## src/rtl/dds_pkg.sv

```systemverilog
// dds_pkg: shared state encoding and default tuning-word width for the DDS sweep block
package dds_pkg;
  localparam int DDS_PHASE_W = 32;
  typedef enum logic [1:0] {
    IDLE  = 2'd0,
    DWELL = 2'd1,
    DONE  = 2'd2
  } state_t;
endpackage

```

## src/rtl/dds_sweep_ctrl.sv

```systemverilog
// dds_sweep_ctrl: linear tuning-word sweep sequencer feeding the DDS FreqWord/ClkEn inputs
module dds_sweep_ctrl
  import dds_pkg::*;
#(
  parameter int PHASE_W = DDS_PHASE_W,
  parameter int DWELL_W = 16
) (
  input  logic               clk,
  input  logic               rst_n,
  input  logic               start,
  input  logic               stop,
  input  logic               continuous,
  input  logic [PHASE_W-1:0] start_word,
  input  logic [PHASE_W-1:0] stop_word,
  input  logic [PHASE_W-1:0] step_word,
  input  logic [DWELL_W-1:0] dwell_cycles,
  output logic [PHASE_W-1:0] freq_word,
  output logic               clk_en,
  output logic               busy,
  output logic               done
);
  state_t             state;
  logic [PHASE_W-1:0] start_w, stop_w, step_w;
  logic [DWELL_W-1:0] dwell_m1, cnt;
  logic               cont;
  logic [PHASE_W:0]   sum;
  logic [PHASE_W-1:0] nxt;
  logic [DWELL_W-1:0] dwell_in_m1;
  logic               at_end;
  // carry out of the wide sum clamps to the stop word instead of wrapping
  assign sum         = {1'b0, freq_word} + {1'b0, step_w};
  assign nxt         = (step_w == '0 || sum >= {1'b0, stop_w}) ? stop_w : sum[PHASE_W-1:0];
  assign at_end      = freq_word >= stop_w;
  assign dwell_in_m1 = (dwell_cycles == '0) ? '0 : dwell_cycles - DWELL_W'(1);
  always_ff @(posedge clk or negedge rst_n) begin
    if (!rst_n) begin
      state     <= IDLE;
      freq_word <= '0;
      clk_en    <= 1'b0;
      busy      <= 1'b0;
      done      <= 1'b0;
      cnt       <= '0;
      start_w   <= '0;
      stop_w    <= '0;
      step_w    <= '0;
      dwell_m1  <= '0;
      cont      <= 1'b0;
    end else begin
      done <= 1'b0;
      if (stop) begin
        state     <= IDLE;
        freq_word <= '0;
        clk_en    <= 1'b0;
        busy      <= 1'b0;
      end else begin
        case (state)
          IDLE: if (start) begin
            start_w   <= start_word;
            stop_w    <= stop_word;
            step_w    <= step_word;
            dwell_m1  <= dwell_in_m1;
            cont      <= continuous;
            freq_word <= start_word;
            clk_en    <= 1'b1;
            busy      <= 1'b1;
            cnt       <= dwell_in_m1;
            state     <= DWELL;
          end
          DWELL: if (cnt != '0) begin
            cnt <= cnt - DWELL_W'(1);
          end else if (!at_end) begin
            freq_word <= nxt;
            cnt       <= dwell_m1;
          end else if (cont) begin
            freq_word <= start_w;
            cnt       <= dwell_m1;
          end else begin
            state     <= DONE;
            freq_word <= '0;
            clk_en    <= 1'b0;
            busy      <= 1'b0;
            done      <= 1'b1;
          end
          default: state <= IDLE;
        endcase
      end
    end
  end
endmodule

```

## config.mk

```make
export PLATFORM = sky130hd
export DESIGN_NAME = dds_sweep_ctrl
export DESIGN_NICKNAME = d
export VERILOG_FILES = /design/src/rtl/dds_pkg.sv /design/src/rtl/dds_sweep_ctrl.sv
export SDC_FILE = /design/constraint.sdc
export NUM_CORES = 1
export LEC_CHECK = 0
export CORE_MARGIN = 8
export CORE_UTILIZATION = 45
export CTS_BUF_LIST = sky130_fd_sc_hd__clkbuf_4 sky130_fd_sc_hd__clkbuf_8
export DETAILED_ROUTE_END_ITERATION = 16
export GPL_TIMING_DRIVEN = 0
export PLACE_DENSITY_LB_ADDON = 0.12
export SLEW_MARGIN = 25
export SYNTH_ARGS = -nofsm -noshare
export SYNTH_HDL_FRONTEND = slang
export SYNTH_SLANG_ARGS = --single-unit
```

## constraint.sdc

```tcl
create_clock -name clk -period 12.5 [get_ports clk]
set_input_delay 1.875 -clock clk [delete_from_list [all_inputs] [get_ports clk]]
set_output_delay 1.875 -clock clk [all_outputs]
set_load 0.02 [all_outputs]
```

==> summary.txt <==
Timing
  – Max-slew violation count: 0
  – Slew margin rel.: 42.3%
  – Final Skew: 0.0219 ns
  – Fin Setup TNS: 0 ns
  – Endpoints failing setup: 0
  – RSZ-0062 raised after global routing: false
  – Post-route minimum period: 5.78 ns
  – Worst setup margin: 6.72 ns
  – Actual slew at the worst max-slew pin: 0.858 ns
  – Final hold violation count: 0
  – Final Cycle Share: 46.3%
  – FMAX: 173 MHz

Routing
  – First DRT Iteration DRCs: 704
  – DRC: 0
  – Final WL: 34.2 mm
  – Number of vias per cell: 5.58
  – Routed len/inst: 19.1 um
  – Post-route ant nets: 0
  – Vias: 9968
  – First-pass iteration count of the detailed router: 5

Floorplanning
  – Placement Rows: 57
  – Initial core utilization: 45.3%
  – Die area: 29300 um^2
  – Die W: 171 um
  – Core Box Area: 24000 um^2
  – Die Y: 171 um
  – IO Pins: 152

Logic synthesis
  – Mux share of post-synthesis cell area: 2.66%
  – Compound-cell area share of the yosys netlist: 19.9%
  – Synth Area in Adders: 11.6%
  – Xor and xnor area share after synthesis: 3.88%
  – Synthesized area: 10800 um^2
  – Top cells by area, synth: dfrtp_1 (38%), ha_1 (11%), nand2_1 (9.6%)
  – Sequential cell area fraction in the yosys report: 38.1%
  – Post-synth ARST share: 100%
  – Yosys cell types: 67
  – Largest family of logic cells by synthesized area: compound AO/OA/AOI/OAI gates
  – Mapped Cells: 1279
  – Post-synthesis simple-gate area fraction: 19.2%
  – Synth warn: 0
  – Number of synthesized flops with an enable pin: 0
  – Synth Register Bits: 165
  – Largest area contributor in the netlist: dfrtp_1
  – Top FF cell, synth: dfrtp_1
  – Synthesized net count: 1496
  – Top cell type's share of synthesized area: 38.1%
  – Synth Area per Inst: 8.48 um^2

Cells and area
  – Fraction of final layout cells sized beyond drive strength 1: 4.03%
  – Fin area: 13200 um^2
  – N_diodes: 0
  – Fin nets: 1667
  – Syn-to-layout area delta: 21.7%

Placed design
  – DP Area: 12800 um^2
  – Port Buffers: 151
  – Setup WS pre-CTS: 6.76 ns
  – HPWL after detailed placement: 26.8 mm
  – Routability Congestion: 0.910

Power
  – Clock share of power: 23.5%
  – P_int: 0.00107 W
  – Reg power frac: 39.5%
  – Switching power: 0.000655 W
  – Comb power frac: 37.0%
  – Peak supply drop: 0.0642 mV
  – Pleak: 6.10 nW
  – Power Dens Cells: 130 nW/um^2
  – Sw frac: 38.1%

Run status
  – Run status: finished clean

Critical path
  – CP max stage cell: a31oi_1
  – CP endpoint kind: flip-flop
  – Crit-path cells: ha_1, inv_1, fa_1, nand2b_1, a21oi_1, o31a_1, a31oi_1, o21ai_0, a31o_2, xnor2_1, inv_1, ha_1, and3_1, nand2_1, nor4b_1, a211oi_1, o211ai_1, a21o_1, buf_2, buf_2, mux2i_1, o21ai_0
  – CP max stage delay: 0.56 ns
  – Reg2Reg Capture Point: freq_word[15]
  – Crit-path max FO: 10
  – CP startpoint kind: flip-flop
  – Flop-to-flop setup slack: 6.72 ns
  – Critical path type: reg -> reg
  – CP required: 12.84 ns
  – CP Data Arrival Time: 6.12 ns
  – Worst reg2reg path depth: 22
  – Critical R2R Launch: freq_word[0]

Hold path
  – Hold path start: start_w[31]
  – HP Class: reg -> reg
  – Hold endpoint: start_w[31]
  – WHS Path Cells: 2

Clock tree
  – Clock Latency Late Sink: 0.48 ns
  – CTS max path bufs: 2
  – Clock root cell: clkbuf_8
  – H-Tree Depth: 4
  – Post-CTS Resized: 0
  – Hold-fix buffers, CTS: 0
  – CTS tree: done
  – Clock sink count: 165
  – Worst-path clk slew: 0.10 ns
  – CTS buffer count: 17
  – # Post-CTS Setup Buffers: 0

Global route
  – Tot GR Track Use: 23.7%
  – Largest net degree at the start of global routing: 89
  – Initial antenna violation count: 0
  – GR Overflow Total: 0
  – Global-route wire length before repair: 53.8 mm
  – Number of global-route vias before repair: 9994

Run
  – Max cap viols: 0
[metal layers]
metal | routed length, um | up-vias | track usage, %
met5 | 0 | - | 0
met4 | 951 | 0 | 8.81
met3 | 1930 | 59 | 3.95
met2 | 16200 | 308 | 39.7
met1 | 15200 | 4749 | 30.4
li1 | - | 4852 | -
[flip-flops by register name (all words and copies together) (netlist names)]
| signal | count |
|---|---|
| busy | 1 |
| cnt | 16 |
| cont | 1 |
| done | 1 |
| dwell_m1 | 16 |
| freq_word | 32 |
| start_w | 32 |
| state | 2 |
| step_w | 32 |
| stop_w | 32 |
[synthesized netlist by cell type, types with 6 or more instances]
cell type  count
a211oi_1      20
a21o_1        25
a21oi_1       82
a221o_1       11
and2_1         8
and3_1         8
buf_2          7
clkbuf_1      38
dfrtp_1      165
ha_1          99
inv_1         82
mux2_2         7
mux2i_1       21
nand2_1      277
nand2b_1       8
nand3_1       15
nand4_1       18
nor2_1        46
nor2b_1        6
nor3_1        23
nor4_1        14
o211ai_1      12
o21a_1        14
o21ai_0      121
o221ai_1       6
o31a_1         6
o31ai_1       12
or3_1         12
or4_1          6
xnor2_1       31
xor2_1        17
[cells in the final DEF (no fill, tap or decap), types with 6 or more instances in the layout]
| cell | synthesis | routed |
|---|---|---|
| nor4_1 | 14 | 14 |
| and3_1 | 8 | 8 |
| o31ai_1 | 12 | 12 |
| buf_2 | 7 | 7 |
| ha_1 | 99 | 99 |
| o21a_1 | 14 | 14 |
| nand2_1 | 277 | 277 |
| mux2i_1 | 21 | 21 |
| nor2b_1 | 6 | 6 |
| o221ai_1 | 6 | 6 |
| inv_1 | 82 | 82 |
| o21ai_0 | 121 | 121 |
| or3_1 | 12 | 12 |
| a221o_1 | 11 | 11 |
| nand4_1 | 18 | 18 |
| clkdlybuf4s50_1 | 0 | 150 |
| a211oi_1 | 20 | 20 |
| nand2b_1 | 8 | 8 |
| nor2_1 | 46 | 46 |
| a21o_1 | 25 | 25 |
| a21oi_1 | 82 | 82 |
| o211ai_1 | 12 | 12 |
| nand3_1 | 15 | 15 |
| xnor2_1 | 31 | 31 |
| clkbuf_1 | 38 | 38 |
| dfrtp_1 | 165 | 165 |
| mux2_2 | 7 | 7 |
| xor2_1 | 17 | 17 |
| and2_1 | 8 | 8 |
| clkbuf_8 | 0 | 17 |
| o31a_1 | 6 | 6 |
| or4_1 | 6 | 6 |
| nor3_1 | 23 | 23 |
[kinds of logic after synthesis]
kind of cell	count (synthesis)
simple gates	458
mux	28
compound gates	347
buf+inv	133
fa+ha+maj	100
flops	165
xor+xnor	48
[power by group through the flow]
stage | Sequential (W) | Combinational (W) | Clock (W)
global placement | 0.000688 | 0.000619 | 0
CTS | 0.000678 | 0.000636 | 0.000410
detailed placement | 0.000688 | 0.000632 | 0
finish | 0.000679 | 0.000636 | 0.000405
global route | 0.000688 | 0.000712 | 0.000428
floorplan | 0.000674 | 0.000422 | 0
[worst max-delay path: cells and delay by family (launching register included)]
family / cells / cell delay, ns
AOI/OAI and AO/OA: 9 / 2.24
buffers and inverters: 4 / 0.86
and+or+nand+nor: 4 / 0.82
adders and majority gates: 3 / 0.77
DFF: 1 / 0.43
muxes: 1 / 0.25
xor gates and xnor gates: 1 / 0.24
[how the worst max path moves through the flow]
stage	depth (start not counted)	start	endpoint
4_1_cts	22	step_w[0]	freq_word[11]
3_3_place_gp	1	rst_n	dwell_m1[14]
5_1_grt	22	step_w[0]	freq_word[30]
2_1_floorplan	19	freq_word[9]	freq_word[22]
3_5_place_dp	22	freq_word[0]	freq_word[15]
6_report	22	freq_word[0]	freq_word[15]
[through the flow]
stage	hold WS (ns)	util (%)	power (W)	instances
after global placement	0.456	53.3	0.00131	1754
after detailed placement	0.460	53.4	0.00132	1755
final	0.478	55.1	0.00172	1787
after floorplan	0.438	-	0.00110	1279
after CTS	0.481	55.1	0.00172	1787
after global routing	0.495	55.1	0.00183	1787
[layout make-up]
class / instances / area, um^2
repair buffers: 152 / 1540
inverters: 83 / 312
plain buffers: 50 / 200
clock buffers: 17 / 234
fillers: 2345 / 10800
well taps: 324 / 405
clock inverters: 15 / 165
multi-input cells: 981 / 6200
flip-flops and latches: 165 / 4130
Note: power is estimated with default switching activity, not from simulation.
